`src/rtl/exec_seq_ctrl.sv`:
```
// Multi-cycle IF/ID/EX/MEM/WB sequencer with fetch/data handshakes and ack timeout.
// Optional performance counters are built when PERF_CNT_EN is defined.
module exec_seq_ctrl #(
  parameter int unsigned TIMEOUT_CYCLES = 256,
  parameter int unsigned TO_W           = 16
) (
  input  logic        clk,
  input  logic        rst,
  output logic        imem_req,
  input  logic        imem_ack,
  output logic        ir_wen,
  input  logic        inst_not_ipl,
  input  logic        is_ebreak,
  input  logic        is_mem,
  output logic        dmem_req,
  input  logic        dmem_ack,
  output logic        reg_wen,
  output logic        pc_wen,
  output logic        halted,
  output logic        trap,
  output logic [2:0]  state,
  output logic [63:0] cycle_cnt,
  output logic [63:0] instret_cnt
);

  localparam logic [2:0] StIf   = 3'd0;
  localparam logic [2:0] StId   = 3'd1;
  localparam logic [2:0] StEx   = 3'd2;
  localparam logic [2:0] StMem  = 3'd3;
  localparam logic [2:0] StWb   = 3'd4;
  localparam logic [2:0] StHalt = 3'd5;
  localparam logic [2:0] StTrap = 3'd6;
  localparam logic [2:0] StErr  = 3'd7;

  localparam bit             ToEn   = (TIMEOUT_CYCLES != 0);
  localparam logic [TO_W-1:0] ToLast = TO_W'(TIMEOUT_CYCLES - 1);

  logic [2:0]      state_q, state_d;
  logic [TO_W-1:0] to_cnt_q, to_cnt_d;
  logic            to_hit;

  assign to_hit = ToEn && (to_cnt_q == ToLast);

  always_comb begin
    state_d  = state_q;
    to_cnt_d = to_cnt_q;
    case (state_q)
      StIf: begin
        if (imem_ack)    state_d = StId;
        else if (to_hit) state_d = StErr;
        else             to_cnt_d = to_cnt_q + TO_W'(1);
      end
      StId: state_d = inst_not_ipl ? StTrap : StEx;
      StEx: begin
        if (is_ebreak) begin
          state_d = StHalt;
        end else if (is_mem) begin
          state_d  = StMem;
          to_cnt_d = '0;
        end else begin
          state_d = StWb;
        end
      end
      StMem: begin
        if (dmem_ack)    state_d = StWb;
        else if (to_hit) state_d = StErr;
        else             to_cnt_d = to_cnt_q + TO_W'(1);
      end
      StWb: begin
        state_d  = StIf;
        to_cnt_d = '0;
      end
      default: ;  // HALT/TRAP/ERR hold until reset
    endcase
  end

  always_ff @(posedge clk) begin
    if (rst) begin
      state_q  <= StIf;
      to_cnt_q <= '0;
    end else begin
      state_q  <= state_d;
      to_cnt_q <= to_cnt_d;
    end
  end

  // Everything but the fetch request is forced low while reset is held.
  assign imem_req = (state_q == StIf);
  assign ir_wen   = !rst && (state_q == StIf) && imem_ack;
  assign dmem_req = !rst && (state_q == StMem);
  assign reg_wen  = !rst && (state_q == StWb);
  assign pc_wen   = !rst && (state_q == StWb);
  assign halted   = !rst && (state_q == StHalt);
  assign trap     = !rst && ((state_q == StTrap) || (state_q == StErr));
  assign state    = rst ? StIf : state_q;

`ifdef PERF_CNT_EN
  logic [63:0] cyc_q, ret_q;

  always_ff @(posedge clk) begin
    if (rst) begin
      cyc_q <= '0;
      ret_q <= '0;
    end else begin
      if (state_q <= StWb) cyc_q <= cyc_q + 64'd1;
      if (state_q == StWb) ret_q <= ret_q + 64'd1;
    end
  end

  assign cycle_cnt   = rst ? '0 : cyc_q;
  assign instret_cnt = rst ? '0 : ret_q;
`else
  assign cycle_cnt   = '0;
  assign instret_cnt = '0;
`endif

endmodule

```
`config.mk`:
```
export PLATFORM = sky130hd
export DESIGN_NAME = exec_seq_ctrl
export DESIGN_NICKNAME = d
export VERILOG_FILES = /design/src/rtl/exec_seq_ctrl.sv
export SDC_FILE = /design/constraint.sdc
export NUM_CORES = 1
export LEC_CHECK = 0
export ABC_AREA = 1
export ABC_CLOCK_PERIOD_IN_PS = 1700
export BUFFER_PORTS_ARGS = -buffer_cell sky130_fd_sc_hd__buf_2
export CAP_MARGIN = 15
export CORE_MARGIN = 8
export CORE_UTILIZATION = 40
export DETAILED_ROUTE_END_ITERATION = 6
export PLACE_DENSITY = 0.76
export SYNTH_ARGS = -nofsm -noshare
export SYNTH_HDL_FRONTEND = slang
export SYNTH_SLANG_ARGS = --single-unit
```
`constraint.sdc`:
```
create_clock -name clk -period 1.7 [get_ports clk]
set_clock_uncertainty 0.1 [all_clocks]
set_input_delay 0.34 -clock clk [delete_from_list [all_inputs] [get_ports clk]]
set_output_delay 0.34 -clock clk [all_outputs]
set_load 0.1 [all_outputs]
```
== Word-level counts from Yosys, hierarchy flattened ==
Cells that the tools add are included.
Word-level totals
  register bits after elaboration: 19
  output and inout port bits: 138
  word-level logic and storage cells: 41
Cells by class
  add/subtract/negate cells: 1
  eq/ne operators: 12
  multiplexer cells: 14
  reduce and logical (&&, ||, !) cells: 12
Operators with widths (number)
  16-bit 2-to-1 mux: 5
  16-bit one-hot mux with 4 select lines: 1
  3-bit 2-to-1 mux: 7
  16-bit by 1-bit adder with 16-bit output (second input constant): 1
  16-bit by 8-bit == test with 1-bit output (second input constant): 1
  3-bit one-hot mux with 5 select lines: 1
  3-bit == test (second input constant): 4
  2-bit inequality test (second input constant): 4
  3-bit by 2-bit == test with 1-bit output (second input constant): 2
  1-bit logical AND: 6
  5-bit AND reduction: 1
  5-bit nonzero test: 1
  4-bit nonzero test: 1
  3-bit by 1-bit == test with 1-bit output (second input constant): 1
  3-bit logical NOT: 1
  1-bit logical NOT: 1
  1-bit logical OR: 1

== Depth between registers and ports, before layout ==
  word-level depth: 4
  depth in mapped cells: 12

== Worst setup path after synthesis ==
OpenSTA, ideal clock, no wires.
  path type: input to output
  from: in rst
  to: out halted
  arrival: 3.328 ns
  data required time: 1.260 ns
  slack: -2.068 ns
  stages on the path: 4
  path buffers: 1
  cells stage by stage: clkbuf_1 -> nor2_1 -> nand2_1 -> nor2_1
On the way
  cells in the longest elaborated chain, start to end: 2
Ends and longest elaborated chain
  from (decl): RTL line 8  | input logic rst,
  1-bit logical NOT: RTL line 93  | assign halted = !rst && (state_q == StHalt);
  1-bit logical AND: RTL line 93
  to (decl): RTL line 19  | output logic halted,
Every way passes these cells.

== Worst setup path in the final report ==
  from: reg state_q[2]
  to: out halted
On the way
  cells in the longest elaborated chain, start to end: 2
Ends and longest elaborated chain
  from (decl): RTL line 38  | logic [2:0] state_q, state_d;
  from (signal assigned): RTL line 79  | state_q <= StIf;
  from (signal assigned): RTL line 82  | state_q <= state_d;
  3-bit == test: RTL line 93
  1-bit logical AND: RTL line 93
Every way passes these cells.

==> impl_metrics.csv <==
group,metric,value,unit
critical_path,slowest_delay,0.40,ns
run,maxCapViolations,0,
synthesis,synth.distinct_cells,30,
synthesis,async_flop_share,0,%
global_route,antenna_found_initial,0,
timing,slew_violations,0,
clock_network,h-tree-depth,1,
power,p_switching,2600,uW
critical_path,cp-start-kind,"register",
synthesis,ys_top_cells_by_area,"buf_4 (42%), dfxtp_1 (16%), nand2_1 (12%), nor2_1 (8.0%), inv_1 (3.2%)",
power,ir_worst_vdd,1440,uV
power,clkPwrFrac,8.4,%
synthesis,ys_ff_latch,19,
critical_path,crit_slowest_cell,"dfxtp_4",
critical_path,path_cells,"inv_4 > nor2_4 > nand2_2 > nor2_4 > buf_12",
floorplan,fp.dieH,92.5,um
floorplan,coreArea,5780,sq um
global_route,grt_start_max_net_pins,17,
critical_path,arrival,1.24,ns
final_layout,seqCellArea,393,sq um
floorplan,pin_count,145,
power,power_leakage,0.00122,uW
critical_path,path_common_cell,"nor2_4",
detailed_routing,vias_per_cell,3.96,
synthesis,syn_avg_cell_area,6.45,sq um
final_layout,multiInputGateArea,1440,sq um
final_layout,n_fill_cell,603,
global_route,grt_overflow,0,
synthesis,synth_edf_count,0,
final_layout,insertedDiodeCount,0,
run_status,outcome,"finished clean",
power,p_comb_share,76.1,%
clock_network,cts.sinks,19,
final_layout,drive_gt1_share,18.9,%
critical_path,path_delay_family,"flip-flops",
critical_path,r2r_cells,10,
critical_path,path_class,"reg2out",
synthesis,synth_ff_type,"dfxtp_1",
clock_network,clk_pin_slew,0.08,ns
detailed_routing,dr.pass1.iters,4,
power,internal_power,1250,uW
timing,fin_crit_sh,98.6,%
critical_path,cp_max_fo,7,
timing,period_minus_slack,1.68,ns
synthesis,yosysTopAreaCell,"buf_4",
timing,clock.fmax,597,MHz
final_layout,area_growth,5.08,%
placement,gp_congestion,0.860,
clock_network,cts_tree,"built",
global_route,grt_pass1_wl,7920,um
synthesis,ys_seq_area_share,16.3,%
clock_network,max-clock-path-buffers,2,
detailed_routing,num_vias,1866,
clock_network,cts_buffers,3,
critical_path,ff2ff_setup_slack,0.13,ns
floorplan,start_util,40.5,%
timing,final_hold_viol_count,0,
min_path,hold-path-cell-count,3,
synthesis,ys_warn_count,0,
synthesis,syn_area,2340,sq um
timing,fin_tns_setup,0,ns
placement,hpwl,4140,um
synthesis,synthCells,363,
clock_network,root_buffer,"clkbuf_8",
critical_path,worstPathRequired,1.26,ns
detailed_routing,route.detailed.drc,0,
power,power_density,1560,nW/um^2
critical_path,worstSetupPathDepth,5,
clock_network,clk_latency,0.26,ns
floorplan,row_count,28,
floorplan,die_area,8550,sq um
final_layout,final_area,2460,sq um
min_path,min_path_type,"in2reg",
floorplan,die_w,92.5,um
detailed_routing,wl,5060,um
detailed_routing,detail_route.iter0.violations,72,
power,p_sw_share,67.6,%
placement,place.port_buffers,16,
critical_path,crit_path_end_kind,"output pin",
synthesis,synth.top_cell.area_share,41.7,%
timing,setup_viol,0,
placement,dpl-instance-area,2340,sq um
power,seq_power_share,15.5,%
detailed_routing,wl_per_cell,10.7,um
detailed_routing,ant_nets,0,
timing,rsz0062_at_grt,"yes",
global_route,grt_pass1_vias,1850,
global_route,grt_usage,10.7,%
final_layout,final_nets,405,
critical_path,path_buf_inv,2,
per-stage QoR:
| step | instances | worst slack (ns) | total power, uW | hold WS [ns] | utilization (%) |
|---|---|---|---|---|---|
| 5_1_grt | 471 | -0.0168 | 4010 | 0.301 | 42.5 |
| 3_5_place_dp | 465 | 0.000586 | 3380 | 0.406 | 40.5 |
| 3_3_place_gp | 465 | 0.0402 | 3360 | 0.404 | 40.5 |
| 6_report | 471 | 0.0244 | 3850 | 0.289 | 42.5 |
| 2_1_floorplan | 490 | -0.379 | 3210 | 0.370 | - |
| 4_1_cts | 471 | 0.0000154 | 3740 | 0.283 | 41.8 |
cells in the mapped netlist (2+ instances only):
| master | count |
|---|---|
| a21oi_1 | 10 |
| a31oi_1 | 2 |
| buf_4 | 130 |
| buf_6 | 2 |
| dfxtp_1 | 19 |
| inv_1 | 20 |
| inv_2 | 4 |
| nand2_1 | 75 |
| nand2_2 | 2 |
| nand2_4 | 2 |
| nand3_1 | 13 |
| nand4_1 | 5 |
| nor2_1 | 50 |
| nor2_2 | 2 |
| nor3_1 | 3 |
| o21ai_0 | 5 |
| o21bai_1 | 3 |
| xor2_1 | 4 |
kinds of logic (layout without fill, tap and decap cells):
family	count (synthesis)	count (layout)	share of synthesized area (%)
buffers and inverters	159	65	47.1
AO/OA/AOI/OAI	23	23	5.67
adder cells (fa/ha/maj)	1	1	0.535
AND/OR/NAND/NOR	156	156	28.8
other	1	128	0.160
flip-flops	19	19	16.3
XOR/XNOR	4	4	1.50
worst reg2reg max path: stages, from the launching register on:
cell and delay, ns:
dfxtp_4 0.39, inv_4 0.10, nand2_2 0.09, nand2_1 0.06, nand2_1 0.08, nor2_4 0.19, nand2_8 0.13, inv_6 0.13
nor2_1 0.05, nor2_1 0.10, nor2_1 0.05
layer usage:
metal | up-vias | GRT usage (%) | wire length, um
li1 | 933 | - | -
met2 | 91 | 19.9 | 2600
met1 | 838 | 11.2 | 1910
met5 | - | 0 | 0
met4 | 0 | 2.28 | 35
met3 | 4 | 3.80 | 526
flip-flops by register name, summed over array words and instances, names as in the netlist:
signal / flops
state_q: 3
to_cnt_q: 16
layout make-up:
type,count,area share [%]
clock buffers,3,1.68
clock inverters,1,0.204
inverters,25,4.33
well taps,75,3.82
repair buffers,36,15.5
multi-input cells,312,58.5
flip-flops and latches,19,16.0
power by group through the flow:
| stage | sequential, uW | clock [uW] | combinational, uW |
|---|---|---|---|
| 2_1_floorplan | 559 | 0 | 2650 |
| 3_3_place_gp | 576 | 0 | 2780 |
| 3_5_place_dp | 579 | 0 | 2800 |
| 4_1_cts | 574 | 335 | 2830 |
| 5_1_grt | 601 | 351 | 3060 |
| 6_report | 595 | 322 | 2930 |
final timing paths:
kind,from,end
hold / removal,inst_not_ipl,state_q[2]
setup / recovery,state_q[2],halted
setup reg to reg,state_q[0],to_cnt_q[15]
hold reg to reg,to_cnt_q[4],to_cnt_q[4]
timing repair:
action	in CTS	in global routing
hold buffers	0	0
resized for setup	5	12
setup buffers	2	0
endpoints found under the setup margin	7	18
pin swaps	1	3
layout by cell type, fill, tap and decap left out:
cell | synthesis | layout
a21oi_1 | 10 | 9
a21oi_2 | 1 | 2
a31oi_1 | 2 | 2
buf_12 | 0 | 10
buf_2 | 0 | 6
buf_4 | 130 | 20
clkbuf_8 | 0 | 3
clkinv_2 | 0 | 1
conb_1 | 1 | 128
dfxtp_1 | 19 | 15
dfxtp_2 | 0 | 1
dfxtp_4 | 0 | 3
ha_1 | 1 | 1
inv_1 | 20 | 20
inv_2 | 4 | 1
inv_4 | 1 | 3
inv_6 | 0 | 1
nand2_1 | 75 | 72
nand2_2 | 2 | 5
nand2_4 | 2 | 1
nand2_8 | 0 | 1
nand3_1 | 13 | 12
nand3_2 | 1 | 2
nand3_4 | 1 | 1
nand4_1 | 5 | 5
nor2_1 | 50 | 40
nor2_2 | 2 | 1
nor2_4 | 1 | 12
nor3_1 | 3 | 3
o211ai_1 | 1 | 1
o21ai_0 | 5 | 5
o21bai_1 | 3 | 3
o22ai_1 | 1 | 1
or2_2 | 1 | 1
xor2_1 | 4 | 4
(Power assumes the default switching activity.)
